<file path="src/rtl/pwm_capture.sv">
// PWM receiver: synchronises pwm_in, detects edges and measures period (rise to rise)
// and high time (rise to fall) in clk cycles, with timeout on a missing edge.
module pwm_capture #(
  parameter int WIDTH       = 8,
  parameter int SYNC_STAGES = 2
) (
  input  logic             clk,
  input  logic             rst,
  input  logic             cap_en,
  input  logic             pwm_in,
  output logic [WIDTH-1:0] period_cycles,
  output logic [WIDTH-1:0] high_cycles,
  output logic             meas_valid,
  output logic             timeout,
  output logic             stuck_level,
  output logic             busy
);

  localparam logic [WIDTH-1:0] CNT_MAX = '1;

  typedef enum logic [1:0] {
    IDLE      = 2'd0,
    WAIT_RISE = 2'd1,
    MEAS_HIGH = 2'd2,
    MEAS_LOW  = 2'd3
  } state_t;

  state_t state, state_nxt;

  logic [SYNC_STAGES-1:0] sync_p0;
  logic                   s_in;
  logic                   s_d;
  logic                   rise_det;
  logic                   fall_det;
  logic                   edge_det;

  logic [WIDTH-1:0] cnt;
  logic [WIDTH-1:0] high_lat;

  logic cnt_clr;
  logic cnt_ld;
  logic cnt_inc;
  logic hi_latch;
  logic publish;
  logic to_fire;

  function automatic logic [WIDTH-1:0] sat_inc(input logic [WIDTH-1:0] v);
    return (v == CNT_MAX) ? v : v + WIDTH'(1);
  endfunction

  // Front end: synchroniser chain plus one delay flop for edge detection
  always_ff @(posedge clk) begin
    if (rst) begin
      sync_p0 <= '0;
      s_d     <= 1'b0;
    end else begin
      sync_p0 <= {sync_p0[SYNC_STAGES-2:0], pwm_in};
      s_d     <= s_in;
    end
  end

  assign s_in     = sync_p0[SYNC_STAGES-1];
  assign rise_det = s_in & ~s_d;
  assign fall_det = ~s_in & s_d;
  assign edge_det = rise_det | fall_det;

  always_ff @(posedge clk) begin
    if (rst) begin
      state <= IDLE;
    end else begin
      state <= state_nxt;
    end
  end

  // Disabling capture takes priority over every edge, so a partial measurement
  // in flight is abandoned rather than published.
  always_comb begin
    state_nxt = state;
    cnt_clr   = 1'b0;
    cnt_ld    = 1'b0;
    cnt_inc   = 1'b0;
    hi_latch  = 1'b0;
    publish   = 1'b0;
    to_fire   = 1'b0;
    if (!cap_en) begin
      state_nxt = IDLE;
      cnt_clr   = 1'b1;
    end else begin
      case (state)
        IDLE: begin
          cnt_clr   = 1'b1;
          state_nxt = WAIT_RISE;
        end
        WAIT_RISE: begin
          if (rise_det) begin
            cnt_ld    = 1'b1;
            state_nxt = MEAS_HIGH;
          end
        end
        MEAS_HIGH: begin
          if (fall_det) begin
            hi_latch  = 1'b1;
            cnt_inc   = 1'b1;
            state_nxt = MEAS_LOW;
          end else if (!edge_det && cnt == CNT_MAX) begin
            to_fire   = 1'b1;
            state_nxt = WAIT_RISE;
          end else begin
            cnt_inc = 1'b1;
          end
        end
        MEAS_LOW: begin
          // An edge landing on the saturated count still counts as a valid period.
          if (rise_det) begin
            publish   = 1'b1;
            cnt_ld    = 1'b1;
            state_nxt = MEAS_HIGH;
          end else if (!edge_det && cnt == CNT_MAX) begin
            to_fire   = 1'b1;
            state_nxt = WAIT_RISE;
          end else begin
            cnt_inc = 1'b1;
          end
        end
        default: begin
          state_nxt = IDLE;
          cnt_clr   = 1'b1;
        end
      endcase
    end
  end

  // Counter stage: cnt equals cycles elapsed since the last detected rise
  always_ff @(posedge clk) begin
    if (rst) begin
      cnt      <= '0;
      high_lat <= '0;
    end else begin
      if (cnt_clr) begin
        cnt <= '0;
      end else if (cnt_ld) begin
        cnt <= WIDTH'(1);
      end else if (cnt_inc) begin
        cnt <= sat_inc(cnt);
      end
      if (hi_latch) begin
        high_lat <= cnt;
      end
    end
  end

  // Output stage: registered results and one-cycle strobes
  always_ff @(posedge clk) begin
    if (rst) begin
      period_cycles <= '0;
      high_cycles   <= '0;
      meas_valid    <= 1'b0;
      timeout       <= 1'b0;
      stuck_level   <= 1'b0;
    end else begin
      meas_valid <= publish;
      timeout    <= to_fire;
      if (publish) begin
        period_cycles <= cnt;
        high_cycles   <= high_lat;
      end
      if (to_fire) begin
        stuck_level <= s_in;
      end
    end
  end

  assign busy = (state == MEAS_HIGH) || (state == MEAS_LOW);

endmodule
</file>
<file path="config.mk">
export PLATFORM = sky130hd
export DESIGN_NAME = pwm_capture
export DESIGN_NICKNAME = d
export VERILOG_FILES = /design/src/rtl/pwm_capture.sv
export SDC_FILE = /design/constraint.sdc
export NUM_CORES = 1
export LEC_CHECK = 0
export CAP_MARGIN = 20
export CORE_ASPECT_RATIO = 0.9
export CORE_UTILIZATION = 40
export DETAILED_ROUTE_END_ITERATION = 10
export PLACE_DENSITY = 0.7
export SETUP_SLACK_MARGIN = 0.15
export SLEW_MARGIN = 20
export SYNTH_ARGS = -nofsm -noshare
export SYNTH_HDL_FRONTEND = slang
export SYNTH_SLANG_ARGS = --single-unit
</file>
<file path="constraint.sdc">
create_clock -name clk -period 3.45 [get_ports clk]
set_clock_uncertainty 0.2 [all_clocks]
set_input_delay 0.345 -clock clk [delete_from_list [all_inputs] [get_ports clk]]
set_output_delay 0.345 -clock clk [all_outputs]
set_load 0.005 [all_outputs]
</file>
==> metrics.txt <==
status=finished clean; Total Wirelength=3040 um; cell with the largest stage delay on the worst path=or4_1; Synth async-reset ratio=0%; FP Rows=21; Post-Syn Area=1570 um2; clk buf depth=2; Fill cells=371; RSZ-0062 raised after global routing=false; total power=854 uW; largest net degree at the start of global routing=32; Reg2Reg Depth=5; initial antenna violation count=0; die extent in y=61.5 um; delay of the slowest critical-path stage=480 ps; Synth Register Bits=40; Crit path depth=5; min-delay src=sync_p0[0]$_SDFF_PP0_; Area Overhead vs Synth=23.1%; final period utilization=61.4%; Slew Limit Headroom=52.7%; worst hold path class=register to register; r2r setup slk=1330 ps; Reg clk slew, reported paths=70 ps; RR Endpoint=cnt[5]$_SDFFE_PP0P_; Worst Path Arrival=2130 ps; synth warn=0; worst r2r src=cnt[0]$_SDFFE_PP0P_; Synth area leaders=dfxtp_1, nand2_1, a21oi_1; critical path, cell by cell=ha_1 -> and3_4 -> a211o_4 -> or4_1 -> a21oi_1; Inserted Diodes=0; syn_area_per_cell=8.28 um2; CTS sink count=40; Root Driver=clkbuf_8; fin. max-slew vios=0; critical path startpoint category=register; # port buffers=23; vias per inst=4.93; number of H-tree levels=2; CP delay by family, top=simple AND/OR/NAND/NOR gates; post-synthesis cell count=190; final core occ=51.9%; Setup Buffers After CTS=0; cell taking the most area after synthesis=dfxtp_1; multi-input logic area=712 um2; Nets=219; WP data required=3470 ps; Initial Util=42.2%; Reg area=801 um2; highest clock rate=0.472 GHz; post-synth net total=197; number of I/O pins=24; Final Hold Fails=0; final setup TNS=0 ps; vias=1,278; EDFF count, synth=0; CP Capture Point=cnt[5]$_SDFFE_PP0P_; number of global-route vias before repair=1,091; worst vdd ir=0.267 mV; WL/cell=11.8 um; Critical Path Source=cnt[0]$_SDFFE_PP0P_; Post-CTS Hold Buffers=0; top cell type's share of synthesized area=50.9%; dpl hpwl=1990 um; Crit path buffers/inverters=0; Final ANT Viol Nets=0; share of cells above drive strength 1=7.98%; post_cts resized=0; first-pass GRT wire length=5000 um; die width=68.1 um; worst-skew pair later-pin latency=290 ps; Slew @ Worst Pin=708 ps; DR iter-0 viols=87; Congestion Overflow GR=0; top_reg_cell synth=dfxtp_1; First-pass DRT Iterations=4; Crit Path Category=register to register; Crit Path Max Fanout=10; max_cap viols=0; fin crit period=2120 ps; final setup fails=0; die footprint=4190 um2; CTS Buf Count=5; Residual DRC=0; register area share after synthesis=50.9%; Placeable Area=3730 um2; leakage=0.000609 uW; Routability Congestion=0.789; CTS tree=done; synth unique cells=33; Crit. End Element=register; Pwr per Cell Area=440 nW/um2; GRT Util Overall=16.5%
cell usage after synthesis, drive strengths merged (2+ instances only):
cell	instances
ha	3
clkbuf	7
o31ai	3
nand2	54
o21ai	2
nand3	5
nor2b	3
dfxtp	40
inv	4
or4	3
nand4	3
nor2	11
or3	3
nand2b	2
and2	2
buf	3
a21oi	31
cells in the final DEF (no fill, tap or decap), drive strengths merged:
master,Yosys,layout
buf,3,2
nor2b,3,3
or3,3,3
and2,2,2
a211o,1,1
bufinv,0,1
o211ai,1,1
xnor2,1,1
clkbuf,7,6
nand3,5,5
clkinv,0,1
nand3b,1,1
or2,1,1
o31ai,3,3
nand4,3,3
a21oi,31,31
ha,3,3
a311oi,1,1
o21ai,2,2
mux2,1,1
nand2b,2,2
and3,1,1
dfxtp,40,40
a2111o,1,1
inv,4,4
clkdlybuf4s50,0,23
and4,1,1
nor2,11,11
nand2,54,54
or4,3,3
a211oi,1,1
power breakdown:
group | internal [uW] | switching [uW]
combinational | 7.23 | 11.2
sequential | 464 | 1.51
clock | 215 | 156
kinds of logic (layout without fill, tap and decap cells):
group / after synthesis / after routing / share of synthesized area [%]
DFF: 40 / 40 / 50.9
adders and majority gates: 3 / 3 / 2.38
xor gates and xnor gates: 1 / 1 / 0.557
AOI/OAI and AO/OA: 41 / 41 / 15.3
and+or+nand+nor: 90 / 90 / 26.3
muxes: 1 / 1 / 0.715
buffers and inverters: 14 / 37 / 3.89
layer usage:
layer	GRT usage (%)	vias to the layer above	wire length [um]
met5	0	-	0
met4	8.93	0	49
met3	4.44	5	117
met2	23.5	25	1320
met1	22.4	565	1550
li1	-	683	-
worst min path at each step:
stage               slack, ps  cells past startpoint               endpoint
global placement          220                      1  sync_p0[1]$_SDFF_PP0_
finish                    240                      1  sync_p0[1]$_SDFF_PP0_
detailed placement        230                      1  sync_p0[1]$_SDFF_PP0_
global route              260                      1  sync_p0[1]$_SDFF_PP0_
floorplan                 210                      1  sync_p0[1]$_SDFF_PP0_
CTS                       250                      1  sync_p0[1]$_SDFF_PP0_
worst register-to-register path: cells and delay by family (launching register included):
| kind | cells | cell delay [ps] |
|---|---|---|
| adder cells (fa/ha/maj) | 1 | 260 |
| AND/OR/NAND/NOR | 2 | 700 |
| flip-flops | 1 | 360 |
| AO/OA/AOI/OAI | 2 | 530 |
flip-flops by register name (all words and copies together) (netlist names):
register       flops
timeout            1
period_cycles      8
s_d                1
high_lat           8
state              2
cnt                8
sync_p0            2
meas_valid         1
stuck_level        1
high_cycles        8
area by class of cell:
type	instances	share of cell area (%)
clock buffer	6	3.74
clock inverter	2	1.81
inverter	4	0.775
multi-input combinational	136	36.7
sequential	40	41.3
tap	46	2.97
timing repair buffer	25	12.7
per-stage QoR:
stage	instance area [um2]	cells	hold WS [ps]	worst slack, ps
floorplan	1570	190	214	1480
detailed placement	1830	251	227	1200
finish	1940	259	242	1330
global placement	1830	251	217	1230
global route	1940	259	262	1220
CTS	1940	259	245	1320
Power figures use the tool's default switching activity.
